### src/rtl/lsu_pkg.sv
// Shared types for the load/store unit: fault codes, funct3/oplen encodings,
// the request FIFO entry and the FSM state encoding.
package lsu_pkg;

  localparam int LSU_TAG_W = 5;

  typedef enum logic [1:0] {
    FAULT_NONE       = 2'd0,
    FAULT_MISALIGNED = 2'd1,
    FAULT_TIMEOUT    = 2'd2,
    FAULT_ILLEGAL    = 2'd3
  } fault_e;

  localparam logic [2:0] F3_B  = 3'b000;
  localparam logic [2:0] F3_H  = 3'b001;
  localparam logic [2:0] F3_W  = 3'b010;
  localparam logic [2:0] F3_BU = 3'b100;
  localparam logic [2:0] F3_HU = 3'b101;

  localparam logic [1:0] OPLEN_B = 2'd0;
  localparam logic [1:0] OPLEN_H = 2'd1;
  localparam logic [1:0] OPLEN_W = 2'd3;

  typedef struct packed {
    logic                 we;
    logic [1:0]           oplen;
    logic                 is_unsigned;
    logic [31:0]          addr;
    logic [31:0]          wdata;
    logic [LSU_TAG_W-1:0] tag;
    fault_e               fault;
  } lsu_entry_t;

  typedef logic [1:0] state_e;
  localparam state_e IDLE  = 2'd0;
  localparam state_e ISSUE = 2'd1;
  localparam state_e GAP   = 2'd2;

  // Illegal encodings win over misalignment so a bad opcode is never
  // reported as an alignment problem.
  function automatic lsu_entry_t lsu_decode(input logic                 we,
                                            input logic [2:0]           funct3,
                                            input logic [31:0]          addr,
                                            input logic [31:0]          wdata,
                                            input logic [LSU_TAG_W-1:0] tag);
    lsu_entry_t e;
    logic       illegal;
    logic       misaligned;
    e.we          = we;
    e.addr        = addr;
    e.wdata       = wdata;
    e.tag         = tag;
    e.is_unsigned = funct3[2];
    case (funct3)
      F3_B, F3_BU: e.oplen = OPLEN_B;
      F3_H, F3_HU: e.oplen = OPLEN_H;
      default:     e.oplen = OPLEN_W;
    endcase
    illegal    = !(funct3 inside {F3_B, F3_H, F3_W, F3_BU, F3_HU}) || (we && funct3[2]);
    misaligned = ((e.oplen == OPLEN_H) && addr[0]) ||
                 ((e.oplen == OPLEN_W) && (addr[1:0] != 2'b00));
    if (illegal)         e.fault = FAULT_ILLEGAL;
    else if (misaligned) e.fault = FAULT_MISALIGNED;
    else                 e.fault = FAULT_NONE;
    return e;
  endfunction

endpackage

### src/rtl/lsu_req_fifo.sv
// In-order request FIFO of decoded load/store entries; head is the oldest entry.
module lsu_req_fifo
  import lsu_pkg::*;
#(
  parameter int DEPTH = 2
) (
  input  logic       clk,
  input  logic       rst,
  input  logic       push,
  input  logic       pop,
  input  lsu_entry_t din,
  output lsu_entry_t head,
  output logic       full,
  output logic       empty
);

  localparam int AW = (DEPTH > 1) ? $clog2(DEPTH) : 1;

  lsu_entry_t     mem [DEPTH];
  logic [AW-1:0]  wr_ptr;
  logic [AW-1:0]  rd_ptr;
  logic [AW:0]    count;
  logic           push_ok;
  logic           pop_ok;

  assign full    = (count == (AW+1)'(DEPTH));
  assign empty   = (count == '0);
  assign push_ok = push && !full;
  assign pop_ok  = pop && !empty;
  assign head    = mem[rd_ptr];

  always_ff @(posedge clk) begin
    if (push_ok) mem[wr_ptr] <= din;
  end

  // Pointers wrap naturally because DEPTH is a power of two.
  always_ff @(posedge clk) begin
    if (rst) begin
      wr_ptr <= '0;
      rd_ptr <= '0;
      count  <= '0;
    end else begin
      if (push_ok) wr_ptr <= wr_ptr + 1'b1;
      if (pop_ok)  rd_ptr <= rd_ptr + 1'b1;
      case ({push_ok, pop_ok})
        2'b10:   count <= count + 1'b1;
        2'b01:   count <= count - 1'b1;
        default: count <= count;
      endcase
    end
  end

endmodule

### src/rtl/load_store_unit.sv
// CPU-side load/store initiator: queues ops, filters faulted ones, runs the
// enable/valid data handshake with a watchdog and retires responses in order.
module load_store_unit
  import lsu_pkg::*;
#(
  parameter int FIFO_DEPTH     = 2,
  parameter int TIMEOUT_CYCLES = 1024,
  parameter int TAG_W          = 5
) (
  input  logic             clk,
  input  logic             rst,
  input  logic             cpu_valid,
  output logic             cpu_ready,
  input  logic             cpu_we,
  input  logic [2:0]       cpu_funct3,
  input  logic [31:0]      cpu_addr,
  input  logic [31:0]      cpu_wdata,
  input  logic [TAG_W-1:0] cpu_tag,
  output logic             rsp_valid,
  output logic [TAG_W-1:0] rsp_tag,
  output logic [31:0]      rsp_data,
  output logic             rsp_is_store,
  output logic [1:0]       rsp_fault,
  output logic             data_enable,
  input  logic             data_valid,
  output logic [1:0]       data_oplen,
  output logic             data_unsigned,
  output logic [31:0]      data_addr,
  output logic [31:0]      data_wdata,
  output logic             data_we,
  input  logic [31:0]      data_result,
  output logic [1:0]       dbg_state
);

  // Handshake: an op is accepted on cpu_valid && cpu_ready; a memory access
  // holds data_enable and every data_* field steady up to and including the
  // cycle data_valid is sampled, then drops enable for at least one cycle.

  localparam int TW = $clog2(TIMEOUT_CYCLES) + 1;

  state_e        state;
  logic [TW-1:0] tcnt;
  lsu_entry_t    push_entry;
  lsu_entry_t    head;
  logic          push;
  logic          pop;
  logic          full;
  logic          empty;
  logic          head_fault;
  logic          timeout;
  logic          done;

  assign cpu_ready  = !full && !rst;
  assign push       = cpu_valid && cpu_ready;
  assign push_entry = lsu_decode(cpu_we, cpu_funct3, cpu_addr, cpu_wdata, LSU_TAG_W'(cpu_tag));
  assign head_fault = !empty && (head.fault != FAULT_NONE);
  assign timeout    = (tcnt == TW'(TIMEOUT_CYCLES - 1));
  assign done       = (state == ISSUE) && (data_valid || timeout);
  assign pop        = done || ((state != ISSUE) && head_fault);
  assign dbg_state  = state;

  lsu_req_fifo #(.DEPTH(FIFO_DEPTH)) u_fifo (
    .clk   (clk),
    .rst   (rst),
    .push  (push),
    .pop   (pop),
    .din   (push_entry),
    .head  (head),
    .full  (full),
    .empty (empty)
  );

  always_ff @(posedge clk) begin
    if (rst) begin
      state         <= IDLE;
      tcnt          <= '0;
      data_enable   <= 1'b0;
      data_oplen    <= '0;
      data_unsigned <= 1'b0;
      data_addr     <= '0;
      data_wdata    <= '0;
      data_we       <= 1'b0;
      rsp_valid     <= 1'b0;
      rsp_tag       <= '0;
      rsp_data      <= '0;
      rsp_is_store  <= 1'b0;
      rsp_fault     <= '0;
    end else begin
      rsp_valid <= 1'b0;
      case (state)
        IDLE, GAP: begin
          tcnt <= '0;
          if (head_fault) begin
            rsp_valid    <= 1'b1;
            rsp_tag      <= TAG_W'(head.tag);
            rsp_data     <= '0;
            rsp_is_store <= head.we;
            rsp_fault    <= head.fault;
            state        <= IDLE;
          end else if (!empty) begin
            data_enable   <= 1'b1;
            data_oplen    <= head.oplen;
            data_unsigned <= head.is_unsigned;
            data_addr     <= head.addr;
            data_wdata    <= head.wdata;
            data_we       <= head.we;
            state         <= ISSUE;
          end else begin
            state <= IDLE;
          end
        end
        ISSUE: begin
          tcnt <= tcnt + 1'b1;
          // A completion landing on the last watchdog cycle still counts as success.
          if (done) begin
            data_enable  <= 1'b0;
            rsp_valid    <= 1'b1;
            rsp_tag      <= TAG_W'(head.tag);
            rsp_data     <= (data_valid && !head.we) ? data_result : 32'd0;
            rsp_is_store <= head.we;
            rsp_fault    <= data_valid ? FAULT_NONE : FAULT_TIMEOUT;
            state        <= GAP;
          end
        end
        default: state <= IDLE;
      endcase
    end
  end

endmodule

### config.mk
export PLATFORM = sky130hd
export DESIGN_NAME = load_store_unit
export DESIGN_NICKNAME = d
export VERILOG_FILES = /design/src/rtl/lsu_pkg.sv /design/src/rtl/lsu_req_fifo.sv /design/src/rtl/load_store_unit.sv
export SDC_FILE = /design/constraint.sdc
export NUM_CORES = 1
export LEC_CHECK = 0
export ABC_AREA = 1
export CORE_ASPECT_RATIO = 1.4
export CORE_UTILIZATION = 46
export DETAILED_ROUTE_END_ITERATION = 16
export PLACE_DENSITY = 0.76
export SYNTH_ARGS = -nofsm -noshare
export SYNTH_HDL_FRONTEND = slang
export SYNTH_SLANG_ARGS = --single-unit
### constraint.sdc
create_clock -name clk -period 5.4 [get_ports clk]
set_input_delay 1.62 -clock clk [delete_from_list [all_inputs] [get_ports clk]]
set_output_delay 1.62 -clock clk [all_outputs]
set_load 0.01 [all_outputs]
==> impl_metrics.py, run 1 <==
metrics = {
    "run_status": {
        "outcome": "complete, no violations",
    },
    "drt": {
        "drtPass1Iterations": 5,
        "postRouteAntennaNets": 0,
        "avgRoutedWirePerCell_um": 15.0,
        "drc_errors": 0,
        "vias": 7510,
        "vias_per_cell": 4.96,
        "drtIter0Drc": 372,
        "routed_wl_um": 22700,
    },
    "layout": {
        "drive_above_1_share_pct": 6.27,
        "fill_cells": 1816,
        "multi_input_area_mm2": 0.00288,
        "final_cell_mix": "221 x clkdlybuf4s50_1, 218 x nand2_1, 150 x edfxtp_1, 127 x dfxtp_1, 116 x nand3_1",
        "post-route-util_pct": 61.9,
        "stdcell_area_mm2": 0.0139,
        "stdcell_count": 1514,
        "regArea_mm2": 0.00707,
        "num-nets-final": 1303,
        "syn2layout_area_growth_pct": 32.1,
        "layout.cells.most_common": "clkdlybuf4s50_1",
    },
    "critical_path": {
        "crit_arrival_ps": 2880,
        "regToRegEndpoint": "data_addr[17]",
        "end_kind": "output pin",
        "reg2reg_slack_ps": 2500,
        "slowest_delay_ps": 590,
        "worst_path_max_delay_cell": "clkdlybuf4s50_1",
        "r2r_cells": 8,
        "critPathLaunchType": "input pin",
        "critPathKind": "input pin to output pin",
        "cp.required_ps": 3780,
        "crit_top_cell": "clkdlybuf4s50_1",
        "path_cells": "clkdlybuf4s50_1, a21oi_1, clkdlybuf4s50_1",
        "critPathMaxFanout": 2,
    },
    "sta": {
        "finalCritPeriodShare_pct": 83.4,
        "hold_ws_ps": 468,
        "max_freq_ghz": 0.222,
        "period_minus_slack_ps": 4500,
        "worstMarginPinSlew_ps": 838,
        "hold_violations": 0,
        "finalClockSkew_ps": 11.9,
        "relSlewSlack_pct": 44.2,
        "final_max_slew_viol_count": 0,
        "rsz0062_at_grt": "false",
        "final-setup-viol-count": 0,
        "finalSetupTns_ps": 0,
    },
    "synth": {
        "syn_area_mm2": 0.0105,
        "synth.avg_cell_area_um2": 10.6,
        "yosysUniqueCellTypes": 30,
        "ys.flop_type": "edfxtp_1",
        "ys_ff_latch": 278,
        "ys_warn_count": 0,
        "synth_area_leaders": "edfxtp_1 43%, dfxtp_1 24%, nand2_1 7.8%",
        "synth_edf_count": 150,
        "synth-async-reset-ratio_pct": 0,
        "ys_seq_area_share_pct": 67.2,
        "yosysTopAreaCellShare_pct": 42.9,
        "syn_nets": 1101,
        "syn-instance-count": 990,
        "synth_top_area_cell": "edfxtp_1",
    },
    "cts": {
        "cts_sinks": 278,
        "cts_tree": "done",
        "cts.path.max_buffers": 3,
        "ctsHoldBuffers": 0,
        "path_clk_slew_ps": 60,
        "post_cts_buffers": 0,
        "cts_buffers": 26,
        "post_cts_resized": 0,
        "htreeDepth": 1,
        "clk_latency_ps": 520,
        "root_buffer": "clkbuf_16",
    },
    "min_path": {
        "min_from": "data_we",
        "hold_class": "flip-flop to flip-flop",
        "hold_end": "data_we",
        "hold_depth": 2,
    },
    "power_and_ir_drop": {
        "power_leakage_nw": 5.75,
        "p_comb_share_pct": 24.7,
        "switching_share_pct": 28.1,
        "clock_power_share_pct": 31.7,
        "p_int_mw": 4.41,
        "power_frac_seq_pct": 43.7,
        "ir_worst_vdd_mv": 0.325,
        "switching_power_mw": 1.72,
        "p_per_area_mw_per_mm2": 442,
    },
    "floorplan": {
        "die_h_um": 181,
        "num_rows": 65,
        "initial_utilization_pct": 46.8,
        "die-area_mm2": 0.0235,
        "design.core.area_mm2": 0.0224,
        "io_pins": 222,
        "die_w_um": 130,
    },
    "place": {
        "dp.cells": 1465,
        "dp_hpwl_um": 13800,
        "placed_cell_area_mm2": 0.0130,
        "io_buffers": 221,
        "place_congestion": 0.784,
    },
    "global_route": {
        "antenna_found_initial": 3,
        "grt_first_pass_wirelength_um": 36700,
        "grt_max_degree": 81,
        "gr-usage-all-layers_pct": 19.7,
        "grt_overflow": 0,
        "grt_pass1_vias": 7362,
    },
    "job": {
        "maxCapViolCount": 0,
    },
}
## stage by stage
stage,setup WS [ps],power (mW)
floorplan,-299,3.57
global placement,843,4.21
detailed placement,874,4.25
CTS,867,6.21
global route,803,6.48
finish,899,6.13
## cell families (layout without fill, tap and decap cells)
| group | count (synthesis) | in the layout | synth area share [%] |
|---|---|---|---|
| compound gates | 102 | 102 | 8.18 |
| other cells | 0 | 1 | 0 |
| simple gates | 468 | 468 | 18.7 |
| fa+ha+maj | 2 | 2 | 0.238 |
| buf+inv | 139 | 361 | 5.54 |
| xor+xnor | 1 | 1 | 0.0833 |
| flops | 278 | 278 | 67.2 |
## state kept, by name, indices dropped and copies added, names as in the netlist, named ones only
signal         cells
data_addr         32
data_enable        1
data_oplen         2
data_unsigned      1
data_wdata        32
data_we            1
dbg_state          2
rsp_data          32
rsp_fault          2
rsp_is_store       1
rsp_tag            5
rsp_valid          1
tcnt              11
u_fifo.count       2
u_fifo.mem       150
u_fifo.rd_ptr      1
u_fifo.wr_ptr      1
## metal layers
metal	wire length (um)	vias to the layer above	global-route usage, %	share of wire, %
li1	-	3740	-	-
met1	8680	3514	22.5	38
met2	11900	218	36.0	52
met3	1590	36	4.44	7.0
met4	498	2	5.91	2.2
met5	11	-	0	0.049
## cell usage after synthesis, types with 2 or more instances
| library cell | number |
|---|---|
| inv_1 | 77 |
| o21ai_0 | 10 |
| nand2_1 | 218 |
| buf_2 | 18 |
| nand3_1 | 116 |
| buf_1 | 5 |
| edfxtp_1 | 150 |
| buf_6 | 2 |
| nand3_2 | 2 |
| nand2_2 | 3 |
| buf_4 | 6 |
| nand4_1 | 2 |
| clkbuf_1 | 26 |
| nor2_2 | 12 |
| dfxtp_1 | 128 |
| inv_2 | 5 |
| o211a_1 | 67 |
| ha_1 | 2 |
| nor2_1 | 110 |
| a21oi_1 | 21 |
## layout make-up
cell class	instances	area share, %
multi-input cells	573	20.7
diodes	1	0.0180
well taps	301	2.71
clock buffers	36	5.32
repair buffers	231	16.7
flip-flops and latches	278	50.9
clock inverters	12	1.36
inverters	82	2.24
## how the worst max path moves through the flow
stage          startpoint          endpoint  slack (ps)  cells after the start
4_1_cts               rst         cpu_ready         870                      3
3_3_place_gp          rst         cpu_ready         840                      3
5_1_grt               rst         cpu_ready         800                      3
3_5_place_dp          rst         cpu_ready         870                      3
6_report              rst         cpu_ready         900                      3
2_1_floorplan         rst  u_fifo.mem[0][0]        -300                      3
## worst max-delay path, delay by kind of cell
family	cells	cell delay (ps)
compound gates	1	220
buf+inv	2	1050
## power groups by stage
stage	clock (mW)	sequential (mW)	combinational, mW
2_1_floorplan	0	2.77	0.796
3_3_place_gp	0	2.72	1.50
3_5_place_dp	0	2.72	1.53
4_1_cts	1.99	2.68	1.54
5_1_grt	2.08	2.71	1.69
6_report	1.94	2.68	1.51
(Power assumes the default switching activity.)
==> inputs of run 2 (changes only) <==
Clock period 5.4 ns to 3.98 ns, I/O delays scaled along.
==> run 2 against run 1 <==
Net effect: setup slack got worse by 550 ps; non-clock buffer count increased by 3; final area decreased by 0.64%; clock power increased by 23%; die area unchanged; wire length increased by 3.2%; critical path type unchanged.
==> impl_metrics.py, run 2 (synthesized netlist as in run 1, its figures left out) <==
metrics = {
    "global_route": {
        "gr-usage-all-layers_pct": 20.1,
        "grt_first_pass_wirelength_um": 37300,
        "grt_pass1_vias": 7417,
        "grt_max_degree": 123,
        "grt_overflow": 0,
        "antenna_found_initial": 1,
    },
    "drt": {
        "drc_errors": 0,
        "avgRoutedWirePerCell_um": 15.4,
        "vias_per_cell": 4.94,
        "postRouteAntennaNets": 0,
        "drtIter0Drc": 409,
        "drtPass1Iterations": 4,
        "routed_wl_um": 23400,
        "vias": 7480,
    },
    "layout": {
        "num-nets-final": 1305,
        "layout.cells.most_common": "clkdlybuf4s50_1",
        "post-route-util_pct": 61.5,
        "syn2layout_area_growth_pct": 31.3,
        "final_cell_mix": "221 x clkdlybuf4s50_1, 218 x nand2_1, 150 x edfxtp_1, 127 x dfxtp_1, 116 x nand3_1",
        "largest_register_ffs": 150,
        "drive_above_1_share_pct": 6.52,
        "stdcell_area_mm2": 0.0138,
        "largest_register": "u_fifo.mem",
    },
    "critical_path": {
        "critPathLaunchType": "input pin",
        "path_cells": "clkdlybuf4s50_1, a21oi_1, clkdlybuf4s50_1",
        "slowest_delay_ps": 600,
        "cp.required_ps": 2790,
        "end_kind": "output pin",
        "startpoint": "rst",
        "critPathMaxFanout": 2,
        "crit_arrival_ps": 2430,
        "crit_family": "buffers and inverters",
        "worst_path_max_delay_cell": "clkdlybuf4s50_1",
        "crit_top_cell": "clkdlybuf4s50_1",
        "cp.buffers_inverters": 2,
        "critPathKind": "input pin to output pin",
    },
    "cts": {
        "htreeDepth": 1,
        "post_cts_resized": 0,
        "cts_buffers": 25,
        "clk_latency_ps": 520,
        "cts_tree": "done",
        "post_cts_buffers": 0,
        "ctsHoldBuffers": 0,
        "cts.path.max_buffers": 3,
        "cts_sinks": 278,
        "path_clk_slew_ps": 70,
        "root_buffer": "clkbuf_16",
    },
    "power_and_ir_drop": {
        "clock_power_share_pct": 29.5,
        "p_comb_share_pct": 25.5,
        "ir_worst_vdd_mv": 0.397,
        "power_frac_seq_pct": 45.0,
        "power_leakage_nw": 5.73,
        "switching_power_mw": 2.34,
        "p_per_area_mw_per_mm2": 585,
        "power_mw": 8.07,
        "switching_share_pct": 29.0,
        "p_int_mw": 5.73,
    },
    "floorplan": {
        "die_w_um": 130,
        "initial_utilization_pct": 46.8,
        "design.core.area_mm2": 0.0224,
        "die-area_mm2": 0.0235,
        "io_pins": 222,
        "num_rows": 65,
        "die_h_um": 181,
    },
    "sta": {
        "max_freq_ghz": 0.276,
        "hold_violations": 0,
        "rsz0062_at_grt": "false",
        "finalSetupTns_ps": 0,
        "final-setup-viol-count": 0,
        "final_max_slew_viol_count": 0,
        "worstMarginPinSlew_ps": 763,
        "finalClockSkew_ps": 10.6,
        "relSlewSlack_pct": 49.0,
        "finalCritPeriodShare_pct": 91.2,
        "period_minus_slack_ps": 3630,
    },
    "place": {
        "dp_hpwl_um": 14200,
        "io_buffers": 221,
        "place_congestion": 0.765,
        "placed_cell_area_mm2": 0.0130,
    },
    "min_path": {
        "min_from": "data_we",
        "hold_class": "flip-flop to flip-flop",
    },
    "job": {
        "maxCapViolCount": 0,
    },
    "run_status": {
        "outcome": "complete, no violations",
    },
}
run 2: changes by cell type in the layout (fill, tap and decap cells not counted):
| cell | delta |
|---|---|
| buf_4 | +3 |
| bufinv_16 | -4 |
| clkbuf_1 | -1 |
| clkbuf_16 | -2 |
| clkbuf_8 | +5 |
| clkinv_1 | -2 |
| clkinv_2 | +3 |
| clkinv_4 | -1 |
| clkinvlp_4 | -1 |
| diode_2 | +1 |
run 2: final cells by class:
type                    count  area, um^2
diodes                      2        5.00
well taps                 301         377
flip-flops and latches    278        7070
repair buffers            234        2350
fillers                  1836        8650
multi-input cells         573        2880
clock buffers              38         754
inverters                  82         312
clock inverters             7        60.1
run 2: worst register-to-register path, delay by kind of cell (launching register included):
| kind | cells | cell delay (ps) |
|---|---|---|
| and+or+nand+nor | 5 | 660 |
| DFF | 1 | 700 |
| adders and majority gates | 1 | 250 |
| buffers and inverters | 1 | 460 |
| AOI/OAI and AO/OA | 5 | 560 |
run 2: worst paths after layout:
path / endpoint / slack (ps) / cells after the start
worst max-delay path: cpu_ready / 350 / 3
worst max register to register: u_fifo.count[1] / 1240 / 12
worst min-delay path: data_we / 470 / 2
worst min register to register: data_we / 470 / 2
run 2: metal layers:
layer | vias up | part of all wire [%] | GRT usage, % | routed length (um)
li1 | 3733 | - | - | -
met1 | 3494 | 38 | 22.8 | 8940
met2 | 217 | 52 | 36.1 | 12100
met3 | 36 | 7.6 | 5.30 | 1780
met4 | 0 | 2.5 | 6.47 | 596
met5 | - | 0 | 0 | 0
run 2: metrics by stage:
stage / instances / hold slack (ps) / setup slack, ps
final: 1515 / 470 / 351
after global routing: 1513 / 493 / 306
after CTS: 1513 / 469 / 336
after detailed placement: 1468 / 459 / 341
after global placement: 1468 / 452 / 342
after floorplan: 990 / 436 / -52.3
run 2: power by group through the flow:
stage / sequential [mW] / clock [mW] / combinational (mW)
finish: 3.63 / 2.38 / 2.06
global route: 3.67 / 2.54 / 2.30
CTS: 3.64 / 2.44 / 2.10
detailed placement: 3.70 / 0 / 2.08
global placement: 3.68 / 0 / 2.05
floorplan: 3.76 / 0 / 1.08
==> inputs of run 3 (changes only) <==
Settings changed: ABC_CLOCK_PERIOD_IN_PS from default to 3980.
==> results of run 3 <==
Same layout as run 2: the final DEF is identical, and so are final timing and power.
